<file path="config.mk">
export PLATFORM = sky130hd
export DESIGN_NAME = fifo_readout_gearbox
export DESIGN_NICKNAME = d
export VERILOG_FILES = /design/src/rtl/fifo_readout_gearbox.sv
export SDC_FILE = /design/constraint.sdc
export NUM_CORES = 1
export LEC_CHECK = 0
export CAP_MARGIN = 25
export CELL_PAD_IN_SITES_DETAIL_PLACEMENT = 0
export CELL_PAD_IN_SITES_GLOBAL_PLACEMENT = 2
export CORE_ASPECT_RATIO = 0.6
export CORE_MARGIN = 3
export CORE_UTILIZATION = 34
export DETAILED_ROUTE_END_ITERATION = 10
export PLACE_DENSITY = 0.88
export SYNTH_ARGS = -nofsm -noshare
export SYNTH_HDL_FRONTEND = slang
export SYNTH_SLANG_ARGS = --single-unit
</file>
<file path="constraint.sdc">
create_clock -name clk -period 3.41 [get_ports clk]
set_clock_uncertainty 0.2 [all_clocks]
set_input_delay 0.5115 -clock clk [delete_from_list [all_inputs] [get_ports clk]]
set_output_delay 0.5115 -clock clk [all_outputs]
set_load 0.02 [all_outputs]
</file>
<file path="src/rtl/fifo_readout_gearbox.sv">
`default_nettype none
// ============================================================================
// Module   : fifo_readout_gearbox
// Function : Reads 36-bit FIFO words and repacks them into framed 32-bit beats.
// Revision : 1.0 - initial release
// ============================================================================

module fifo_readout_gearbox #(
    parameter int          FRAME_WORDS = 8,
    parameter logic [15:0] HEADER_TAG  = 16'hA5C3
) (
    input  logic        clk,
    input  logic        rst,
    input  logic        enable,
    input  logic        fifo_empty,
    output logic        fifo_rd_en,
    input  logic [35:0] fifo_dout,
    output logic [31:0] out_data,
    output logic        out_valid,
    input  logic        out_ready,
    output logic        out_last,
    output logic [15:0] frame_cnt,
    output logic        busy
);

    localparam int c_DATA_BEATS = FRAME_WORDS * 9 / 8;
    localparam int c_WR_W       = $clog2(FRAME_WORDS + 1);
    localparam int c_BT_W       = $clog2(c_DATA_BEATS + 1);
    localparam int c_BUF_W      = 68;

    localparam logic [c_WR_W-1:0] c_WORDS_MAX = c_WR_W'(FRAME_WORDS);
    localparam logic [c_BT_W-1:0] c_LAST_BEAT = c_BT_W'(c_DATA_BEATS - 1);

    typedef enum logic [1:0] {
        IDLE   = 2'd0,
        HEADER = 2'd1,
        PACK   = 2'd2
    } state_t;

    state_t               r_state;
    state_t               w_state_nxt;
    logic [c_BUF_W-1:0]   r_buf;
    logic [c_BUF_W-1:0]   w_buf_nxt;
    logic [c_BUF_W-1:0]   w_shifted;
    logic [6:0]           r_cnt;
    logic [6:0]           w_cnt_nxt;
    logic [6:0]           w_base;
    logic [c_WR_W-1:0]    r_words_read;
    logic [c_BT_W-1:0]    r_beats;
    logic                 r_rd_pend;
    logic [15:0]          r_frame_cnt;
    logic                 w_xfer;

    assign frame_cnt = r_frame_cnt;
    assign busy      = (r_state != IDLE);
    assign w_xfer    = (r_state == PACK) && out_valid && out_ready;

    always_ff @(posedge clk or negedge rst) begin
        if (!rst) begin
            r_state <= IDLE;
        end else begin
            r_state <= w_state_nxt;
        end
    end

    always_comb begin
        w_state_nxt = r_state;
        fifo_rd_en  = 1'b0;
        out_valid   = 1'b0;
        out_data    = 32'h0;
        out_last    = 1'b0;
        case (r_state)
            IDLE: begin
                if (enable && !fifo_empty) begin
                    w_state_nxt = HEADER;
                end
            end
            HEADER: begin
                out_valid = 1'b1;
                out_data  = {HEADER_TAG, r_frame_cnt};
                if (out_ready) begin
                    w_state_nxt = PACK;
                end
            end
            PACK: begin
                out_valid  = (r_cnt >= 7'd32);
                out_data   = r_buf[31:0];
                out_last   = (r_cnt >= 7'd32) && (r_beats == c_LAST_BEAT);
                // One read in flight at a time and only while a whole word still fits.
                fifo_rd_en = !fifo_empty && (r_words_read < c_WORDS_MAX) &&
                             !r_rd_pend && (r_cnt <= 7'd31);
                if (out_last && out_ready) begin
                    w_state_nxt = IDLE;
                end
            end
            default: begin
                w_state_nxt = IDLE;
            end
        endcase
    end

    // Arriving data lands above whatever survives this cycle's 32-bit drain.
    always_comb begin
        w_shifted = w_xfer ? (r_buf >> 32) : r_buf;
        w_base    = w_xfer ? (r_cnt - 7'd32) : r_cnt;
        w_buf_nxt = w_shifted;
        w_cnt_nxt = w_base;
        if (r_rd_pend) begin
            w_buf_nxt = w_shifted | ({32'd0, fifo_dout} << w_base);
            w_cnt_nxt = w_base + 7'd36;
        end
    end

    always_ff @(posedge clk or negedge rst) begin
        if (!rst) begin
            r_buf        <= '0;
            r_cnt        <= 7'd0;
            r_words_read <= '0;
            r_beats      <= '0;
            r_rd_pend    <= 1'b0;
            r_frame_cnt  <= 16'd0;
        end else begin
            r_rd_pend <= fifo_rd_en;
            if (r_state == PACK) begin
                r_buf <= w_buf_nxt;
                r_cnt <= w_cnt_nxt;
                if (fifo_rd_en) begin
                    r_words_read <= r_words_read + 1'b1;
                end
                if (w_xfer) begin
                    r_beats <= r_beats + 1'b1;
                end
            end else begin
                r_buf        <= '0;
                r_cnt        <= 7'd0;
                r_words_read <= '0;
                r_beats      <= '0;
            end
            if (w_xfer && out_last) begin
                r_frame_cnt <= r_frame_cnt + 16'd1;
            end
        end
    end

endmodule

`default_nettype wire
</file>
==> impl_metrics.ini <==
[status]
outcome = completed

[layout]
drive_above_1_share_pct = 11.9
antennaDiodeCount = 0
area_growth_pct = 22.9
final_util_pct = 43.1
nets = 880
finalNonFillerCells = 1098

[die]
dieWidth_microns = 188
rows = 39
fp.dieH_microns = 115
io_pins = 93
start_util_pct = 35.1
core_area_sq_um = 19200
die-area_sq_um = 21600

[logic_synthesis]
synth_edf_count = 0
syn_inst = 756
syn_area_per_cell_sq_um = 8.92
synth_nets = 809
async_flop_share_pct = 100
yosys.area.top_type = dfrtp_1
ys.flop_type = dfrtp_1
ys.warnings.count = 0
ys_ff_latch = 100
yosysSeqAreaShare_pct = 37.1
synth.area.top_cells = dfrtp_1 (37%), mux2i_1 (8.3%), mux2_2 (7.9%)
synth_cell_type_count = 49
synth_area_sq_um = 6740
synth_common_cells = nand2_1 (131), dfrtp_1 (100), mux2i_1 (56)
netlist.area_leader.share_pct = 37.1
yosysMostFrequentCell = nand2_1

[power_and_ir_drop]
vdd_drop_max_v = 0.000272
p_comb_share_pct = 39.6
p_leak_nw = 3.52
p_int_mw = 2.44
p_sw_share_pct = 37.7
p_sw_mw = 1.48
clkPwrFrac_pct = 28.1
p_per_area_nw_per_um2 = 473
share_seq_of_total_power_pct = 32.3

[global_routing]
grtUsageMet3_pct = 5.18
grt_most_used_layer = met1
antenna_found_initial = 0
use_met1_pct = 30.9
met2_usage_pct = 27.0
grt_pass1_vias = 5629
grt_max_degree = 66
grt_pass1_wl_microns = 33600
overflow = 0
grt_use_total_pct = 19.8

[min_path]
worstHoldPathType = flip-flop to flip-flop

[detailed_routing]
num_vias = 5873
drc_errors = 0
drt_iter0_markers = 527
drtPass1Iterations = 5
wire_per_inst_microns = 19.8
vias_per_cell = 5.35
drtAntennaViolNets = 0
wl_microns = 21700

[timing]
finalCritPeriodShare_pct = 93.3
slew_headroom_pct = 37.8
finalHoldViolations = 0
period_minus_slack_ns = 3.18
tightest_slew_ns = 0.920
setup_viol = 0
grt_setup_unrepaired = no
fin_setup_tns_ns = 0
slew_violations = 0
clock.fmax_mhz = 314

[setup_path]
worstPathRequired_ns = 2.70
worst-path-max-fanout = 9
critical_path_class = flip-flop to output pin
crit_arrival_ns = 2.47
critPathCaptureType = output pin
setup.worst_path.start_class = flip-flop

[clocking]
cts_inserted_buffers = 9
cts_tree = built
cts_root_buf = clkbuf_16
postCtsSetupBuffers = 0
cts_buffer_depth = 2
path_clk_slew_ns = 0.08
htree_levels = 3
clk_latency_ns = 0.35
cts_sinks = 100

[placement]
numPortBuffers = 92
place_inst = 1081
hpwlAfterDp_microns = 15900
gp_congestion = 0.923

[flow_run]
maxCapViolations = 0
-- state kept, by name, indices dropped and copies added, names as in the netlist --
register      flops
r_cnt             5
r_state           2
frame_cnt        16
r_beats           4
r_buf            68
r_words_read      4
r_rd_pend         1
-- layout make-up --
type / instances / area [sq um]
fill: 1933 / 10900
multi-input combinational: 586 / 3940
sequential: 100 / 2500
timing repair buffer: 117 / 1150
tap: 266 / 333
clock buffer: 10 / 239
clock inverter: 6 / 71.3
inverter: 13 / 48.8
-- cells by family (layout without fill, tap and decap cells) --
kind of cell               count (synthesis)  count (layout)  share of synthesized area [%]
and+or+nand+nor                          286             286                           20.0
AOI/OAI and AO/OA                        161             161                           16.7
muxes                                    104             104                           16.4
DFF                                      100             100                           37.1
buffers and inverters                     70             146                           4.60
xor gates and xnor gates                  23              23                           2.99
adders and majority gates                 12              12                           2.23
-- stage by stage --
| stage | setup WS [ns] | total power, mW | area (sq um) | hold WS [ns] |
|---|---|---|---|---|
| CTS | 0.00810 | 3.94 | 8270 | 0.295 |
| global route | 0.0699 | 4.11 | 8280 | 0.320 |
| global placement | 0.463 | 2.83 | 7950 | 0.273 |
| detailed placement | 0.393 | 2.84 | 7950 | 0.273 |
| finish | 0.230 | 3.92 | 8280 | 0.290 |
| floorplan | 0.414 | 2.26 | 6740 | 0.0159 |
-- power by group through the flow --
stage / Combinational (mW) / Clock [mW] / Sequential [mW]
2_1_floorplan: 0.985 / 0 / 1.27
3_3_place_gp: 1.55 / 0 / 1.29
3_5_place_dp: 1.55 / 0 / 1.29
4_1_cts: 1.56 / 1.12 / 1.26
5_1_grt: 1.68 / 1.17 / 1.27
6_report: 1.55 / 1.10 / 1.26
-- critical path, cell delays in order (launching register included) --
cell and delay (ns):
dfrtp_1 0.48, inv_1 0.18, ha_2 0.29, nor4b_2 0.29, and2_1 0.25, clkdlybuf4s50_1 0.62
-- timing repair --
item,CTS,global route
gates resized for setup,0,2
setup endpoints to repair,0,1
hold endpoints to repair,41,0
hold buffers,1,0
-- metal layers --
metal  part of all wire [%]  wire length (microns)  vias up
met5                      0                      0        -
met4                    1.4                    303        0
met3                    7.4                   1610       22
met2                     39                   8500      197
met1                     52                  11300     2820
li1                       -                      -     2834
-- path summary, 6_finish.rpt --
check,slack (ns),endpoint,cells after the start,start
hold / removal,0.29,r_buf[39],2,r_buf[39]
min in group asynchronous,0.49,frame_cnt[0],2,rst
setup reg to reg,0.49,r_buf[17],8,r_cnt[5]
hold reg to reg,0.29,r_buf[39],2,r_buf[39]
setup / recovery,0.23,fifo_rd_en,5,r_cnt[5]
max in group asynchronous,1.77,r_cnt[2],3,rst
-- placed cells by master, fill, tap and decap left out, types with 16 or more instances in the layout --
master           instances
o21ai_0                 43
nor2b_1                 35
a21oi_1                 20
a22oi_1                 31
clkdlybuf4s50_1         91
xnor2_1                 16
mux2i_1                 56
nand2_1                131
a22o_1                  20
mux2_2                  47
dfrtp_1                 99
buf_4                   22
and2_1                  22
nor2_1                  51
Note: power is estimated with default switching activity, not from simulation.
